$ cat src/rtl/demux_4way_reg.sv
// -----------------------------------------------------------------------------
// demux_4way_reg
//   Registered 1-to-4 demultiplexer. A single valid/ready byte stream is
//   steered by `select` into one of four one-entry output registers. Each
//   output channel has its own valid/ready handshake towards an independent
//   consumer. A free-running counter tracks how many words the consumers
//   have taken across all channels.
//
// Ports
//   clk        in   1          rising-edge clock
//   reset      in   1          asynchronous, active-high reset
//   select     in   2          destination channel (0..3 -> output_1..output_4)
//   in_valid   in   1          upstream word present on in_data
//   in_data    in   WIDTH      upstream word
//   in_ready   out  1          selected channel can take a word this cycle
//   output_1   out  WIDTH      channel 1 register contents
//   output_2   out  WIDTH      channel 2 register contents
//   output_3   out  WIDTH      channel 3 register contents
//   output_4   out  WIDTH      channel 4 register contents
//   out_valid  out  4          bit k-1: channel k holds an unconsumed word
//   out_ready  in   4          bit k-1: channel k consumer takes the word
//   delivered  out  CNT_WIDTH  words consumed downstream, wraps modulo 2^N
// -----------------------------------------------------------------------------
module demux_4way_reg #(
    parameter int WIDTH     = 8,
    parameter int CNT_WIDTH = 16
) (
    input  logic                 clk,
    input  logic                 reset,
    input  logic [1:0]           select,
    input  logic                 in_valid,
    input  logic [WIDTH-1:0]     in_data,
    output logic                 in_ready,
    output logic [WIDTH-1:0]     output_1,
    output logic [WIDTH-1:0]     output_2,
    output logic [WIDTH-1:0]     output_3,
    output logic [WIDTH-1:0]     output_4,
    output logic [3:0]           out_valid,
    input  logic [3:0]           out_ready,
    output logic [CNT_WIDTH-1:0] delivered
);

    logic [WIDTH-1:0]     data_q [4];
    logic [WIDTH-1:0]     data_d [4];
    logic [3:0]           valid_q;
    logic [3:0]           valid_d;
    logic [CNT_WIDTH-1:0] cnt_q;
    logic [CNT_WIDTH-1:0] cnt_d;

    logic       accept;
    logic [3:0] consume;
    logic [3:0] load;
    logic [2:0] n_consume;

    // A channel is free when empty or when its word leaves this cycle; that
    // lets one channel stream a word per cycle while its consumer is ready.
    // in_valid is deliberately not involved so the handshake has no loop.
    assign in_ready = !valid_q[select] || out_ready[select];
    assign accept   = in_valid && in_ready;

    // NOTE: every signal assigned in this block gets a default value first,
    // so no path leaves a variable unassigned and no latch is inferred.
    always_comb begin
        consume   = valid_q & out_ready;
        load      = accept ? (4'b0001 << select) : 4'b0000;
        n_consume = '0;
        for (int k = 0; k < 4; k++) begin
            n_consume = n_consume + {2'b00, consume[k]};
            data_d[k] = load[k] ? in_data : data_q[k];
        end
        // A load on the same cycle as a consume keeps the channel valid.
        valid_d = (valid_q & ~consume) | load;
        // Truncation to CNT_WIDTH gives the required modulo wrap.
        cnt_d   = cnt_q + CNT_WIDTH'(n_consume);
    end

    // NOTE: state registers update with non-blocking assignments so every
    // flop samples its next-state value from before the clock edge.
    always_ff @(posedge clk or posedge reset) begin
        if (reset) begin
            // NOTE: the channel data registers are reset as well, because the
            // outputs must read zero after reset, not just be marked invalid.
            for (int k = 0; k < 4; k++) begin
                data_q[k] <= '0;
            end
            valid_q <= '0;
            cnt_q   <= '0;
        end else begin
            for (int k = 0; k < 4; k++) begin
                data_q[k] <= data_d[k];
            end
            valid_q <= valid_d;
            cnt_q   <= cnt_d;
        end
    end

    assign output_1  = data_q[0];
    assign output_2  = data_q[1];
    assign output_3  = data_q[2];
    assign output_4  = data_q[3];
    assign out_valid = valid_q;
    assign delivered = cnt_q;

endmodule
$ cat config.mk
export PLATFORM = sky130hd
export DESIGN_NAME = demux_4way_reg
export DESIGN_NICKNAME = d
export VERILOG_FILES = /design/src/rtl/demux_4way_reg.sv
export SDC_FILE = /design/constraint.sdc
export NUM_CORES = 1
export LEC_CHECK = 0
export CORE_AREA = 2 2 72 74
export CTS_CLUSTER_DIAMETER = 80
export DETAILED_ROUTE_END_ITERATION = 16
export DIE_AREA = 0 0 74 76
export PLACE_DENSITY = 0.78
export SLEW_MARGIN = 20
export SYNTH_ARGS = -nofsm -noshare
export SYNTH_HDL_FRONTEND = slang
export SYNTH_SLANG_ARGS = --single-unit
$ cat constraint.sdc
create_clock -name clk -period 2.77 [get_ports clk]
set_input_delay 0.831 -clock clk [delete_from_list [all_inputs] [get_ports clk]]
set_output_delay 0.831 -clock clk [all_outputs]
set_load 0.03 [all_outputs]
==> run_results.csv <==
group,metric,value,unit
status,outcome,"complete, no violations",
cells_and_area,seqCellArea,1300,µm²
worst_setup_path,worst-path-buf-inv,2,
global_routing,antenna_found_initial,0,
power_and_ir_drop,pwr-share-clk,23.3,%
yosys,ys_warn_count,0,
route,drt_wl_total,4610,µm
route,drtIter0Drc,81,
floorplanning,fp.dieH,76,µm
power_and_ir_drop,pwr-share-seq,40.0,%
power_and_ir_drop,p_sw,0.000854,W
global_routing,grt_pass1_vias,1543,
clock_network,path_clk_slew,0.08,ns
worst_hold_path,hold_path_class,"register to register",
sta,post-route-min-period,2.69,ns
clock_network,postCtsSetupRepairBufs,0,
route,vias,1464,
clock_network,clock_sinks,52,
yosys,yosysUniqueCellTypes,26,
clock_network,cts_tree,"done",
floorplanning,rows,26,
power_and_ir_drop,power.leakage,1.37,nW
yosys,ys_seq_area_share,60.0,%
sta,fmax,371,MHz
worst_setup_path,crit_chain,"dlygate4sd2_1, nand2b_1, mux4_2, buf_6",
worst_setup_path,endpoint,"in_ready",
cells_and_area,fill_cells,392,
yosys,synth_top_area_share,60.0,%
worst_setup_path,critPathTopFamily,"multiplexers",
power_and_ir_drop,p_sw_share,33.5,%
cells_and_area,multi_input_area,866,µm²
global_routing,grt-ovfl-total,0,
sta,rsz0062_at_grt,"no",
worst_setup_path,max_stage_delay,0.47,ns
yosys,netlist_area,2170,µm²
yosys,ys_seq_elements,52,
yosys,synth_nets,176,
clock_network,cts_hold_buf,0,
route,vias_per_cell,4.74,
worst_setup_path,critPathKind,"primary input to primary output",
floorplanning,die_w,74,µm
route,wl_per_cell,14.9,µm
power_and_ir_drop,ir_drop,0.391,mV
worst_setup_path,worstSetupStartpoint,"out_ready[2]",
floorplanning,core,4910,µm²
worst_setup_path,crit_path_max_fanout,2,
worst_setup_path,r2r-start,"out_valid[0]",
cells_and_area,syn2layout_area_growth,46.7,%
floorplanning,initial_core_util,44.2,%
clock_network,clock_path_buffers,2,
yosys,avgSynthCellArea,14.0,µm²
worst_setup_path,crit_arrival,1.86,ns
sta,period_share,97.2,%
yosys,synth_area_leaders,"dfrtp_1 (60%), mux2_2 (17%), xnor2_1 (4.8%)",
sta,finalHoldViolCount,0,
worst_setup_path,cp-end-kind,"primary output",
cells_and_area,insertedDiodeCount,0,
sta,setup_viol,0,
route,first_pass_iters,4,
worst_setup_path,r2r_slack,0.44,ns
worst_setup_path,cp.depth,4,
route,drc,0,
global_routing,grt_first_pass_wirelength,7820,µm
route,antenna_left,0,
clock_network,root_buffer,"clkbuf_8",
worst_setup_path,cp_data_required_time,1.94,ns
yosys,synthCells,155,
yosys,synth_top_area_cell,"dfrtp_1",
floorplanning,ios,70,
cells_and_area,drive_above_1_share,27.6,%
placed_design,place.gp.congestion,0.745,
clock_network,cts_resized,20,
global_routing,grt_max_degree,32,
job,maxCapViolCount,0,
worst_setup_path,rr_worst_depth,7,
power_and_ir_drop,cellPowerDensity,801,nW/µm²
power_and_ir_drop,combPwrFrac,36.8,%
sta,finalClockSkew,0.00402,ns
sta,max_slew.worst_pin.slew,0.486,ns
power_and_ir_drop,p_int,0.00170,W
cells_and_area,postLayoutCoreUtil,64.8,%
clock_network,numCtsBuffers,5,
worst_setup_path,critPathLaunchType,"primary input",
sta,slew-limit-headroom,67.5,%
floorplanning,die_area,5620,µm²
global_routing,grt_usage,18.4,%
clock_network,clk_latency,0.30,ns
sta,maxSlewViolCount,0,
worst_setup_path,reg2reg_to,"delivered[8]",
placed_design,dpl.hpwl,3410,µm
clock_network,cts_htree_levels,2,
worst_setup_path,cpMaxStageDelayCell,"mux4_2",
placed_design,io_buffers,69,
cells_and_area,nets,260,
power_and_ir_drop,total_power,0.00255,W
## power by group through the flow
| stage | Sequential (W) | Clock, W | Combinational (W) |
|---|---|---|---|
| after global placement | 0.00103 | 0 | 0.000924 |
| after global routing | 0.00104 | 0.000652 | 0.000994 |
| after detailed placement | 0.00103 | 0 | 0.000942 |
| after floorplan | 0.00133 | 0 | 0.000229 |
| after CTS | 0.00102 | 0.000608 | 0.000950 |
| final | 0.00102 | 0.000593 | 0.000937 |
## area by class of cell
type	count	area share, %
clock buffers	5	2.16
clock inverters	2	1.89
inverters	7	0.825
multi-input cells	94	27.2
flip-flops and latches	52	40.9
well taps	70	2.75
repair buffers	79	24.3
## cell families (layout without fill, tap and decap cells)
family,count (synthesis),in the layout,synth area share [%]
flip-flops,52,52,60.0
AND/OR/NAND/NOR,39,39,9.86
multiplexers,33,33,17.8
XOR/XNOR,14,14,5.65
buffers and inverters,9,93,2.08
adder cells (fa/ha/maj),4,4,3.34
AO/OA/AOI/OAI,4,4,1.27
## sequential cells by signal, summed over array words and instances (netlist names)
signal and flops:
output_4 8, output_2 8, out_valid 4, output_1 8, delivered 16, output_3 8
## layer usage
metal  part of all wire [%]  up-vias  track usage, %
met5                      0        -               0
met4                    1.7        0            6.55
met3                    4.0        7            3.70
met2                     50       37            27.9
met1                     44      730            26.1
li1                       -      690               -
## per-stage QoR
step                      cells  hold slack (ns)  instance area (µm²)  setup slack (ns)  setup TNS [ns]
after floorplan             155            0.654                 2170           -0.0150         -0.0241
after global placement      302            0.472                 3020            -0.579           -6.20
after detailed placement    302            0.464                 3020            -0.603           -6.85
after CTS                   309            0.488                 3180            0.0700               0
after global routing        309            0.515                 3180            0.0367               0
final                       309            0.483                 3180            0.0778               0
## layout by cell type, fill, tap and decap left out, types with 2 or more instances in the layout
master,count
nand4_1,2
dfrtp_1,52
nand3_1,5
clkbuf_8,5
nand2b_4,3
mux2_2,32
clkdlybuf4s50_1,63
xor2_1,2
bufinv_16,2
nor2_1,3
dlygate4sd2_1,5
buf_4,9
xnor2_1,12
o21ai_0,2
nand2_1,14
nor2_4,2
inv_1,6
nor2b_1,2
fa_2,2
## cell usage after synthesis (all sizes together)
cell,number
inv,7
nor2,5
o21bai,1
nand3,6
nand3b,1
dfrtp,52
nand4,3
mux2,32
nand2b,4
mux4,1
nor3,1
buf,2
nand2,14
ha,1
xor2,2
o21ba,1
and3,1
nor4,1
o21ai,2
xnor2,12
fa,3
nor2b,3
## worst min path at each step
stage                  start            end  slack (ns)  depth (start not counted)
3_5_place_dp   delivered[15]  delivered[15]        0.46                          1
3_3_place_gp   delivered[15]  delivered[15]        0.47                          1
4_1_cts        delivered[15]  delivered[15]        0.49                          1
6_report       delivered[15]  delivered[15]        0.48                          1
2_1_floorplan  delivered[15]  delivered[15]        0.65                          1
5_1_grt        delivered[15]  delivered[15]        0.52                          1
## worst reg2reg max path, cell delays in order, from the launching register on
cell and delay [ns]:
dfrtp_1 0.42, nand2_1 0.10, fa_1 0.45, fa_2 0.38
fa_2 0.45, nor2_4 0.15, nand4_1 0.13, xnor2_1 0.15
Power figures use the tool's default switching activity.
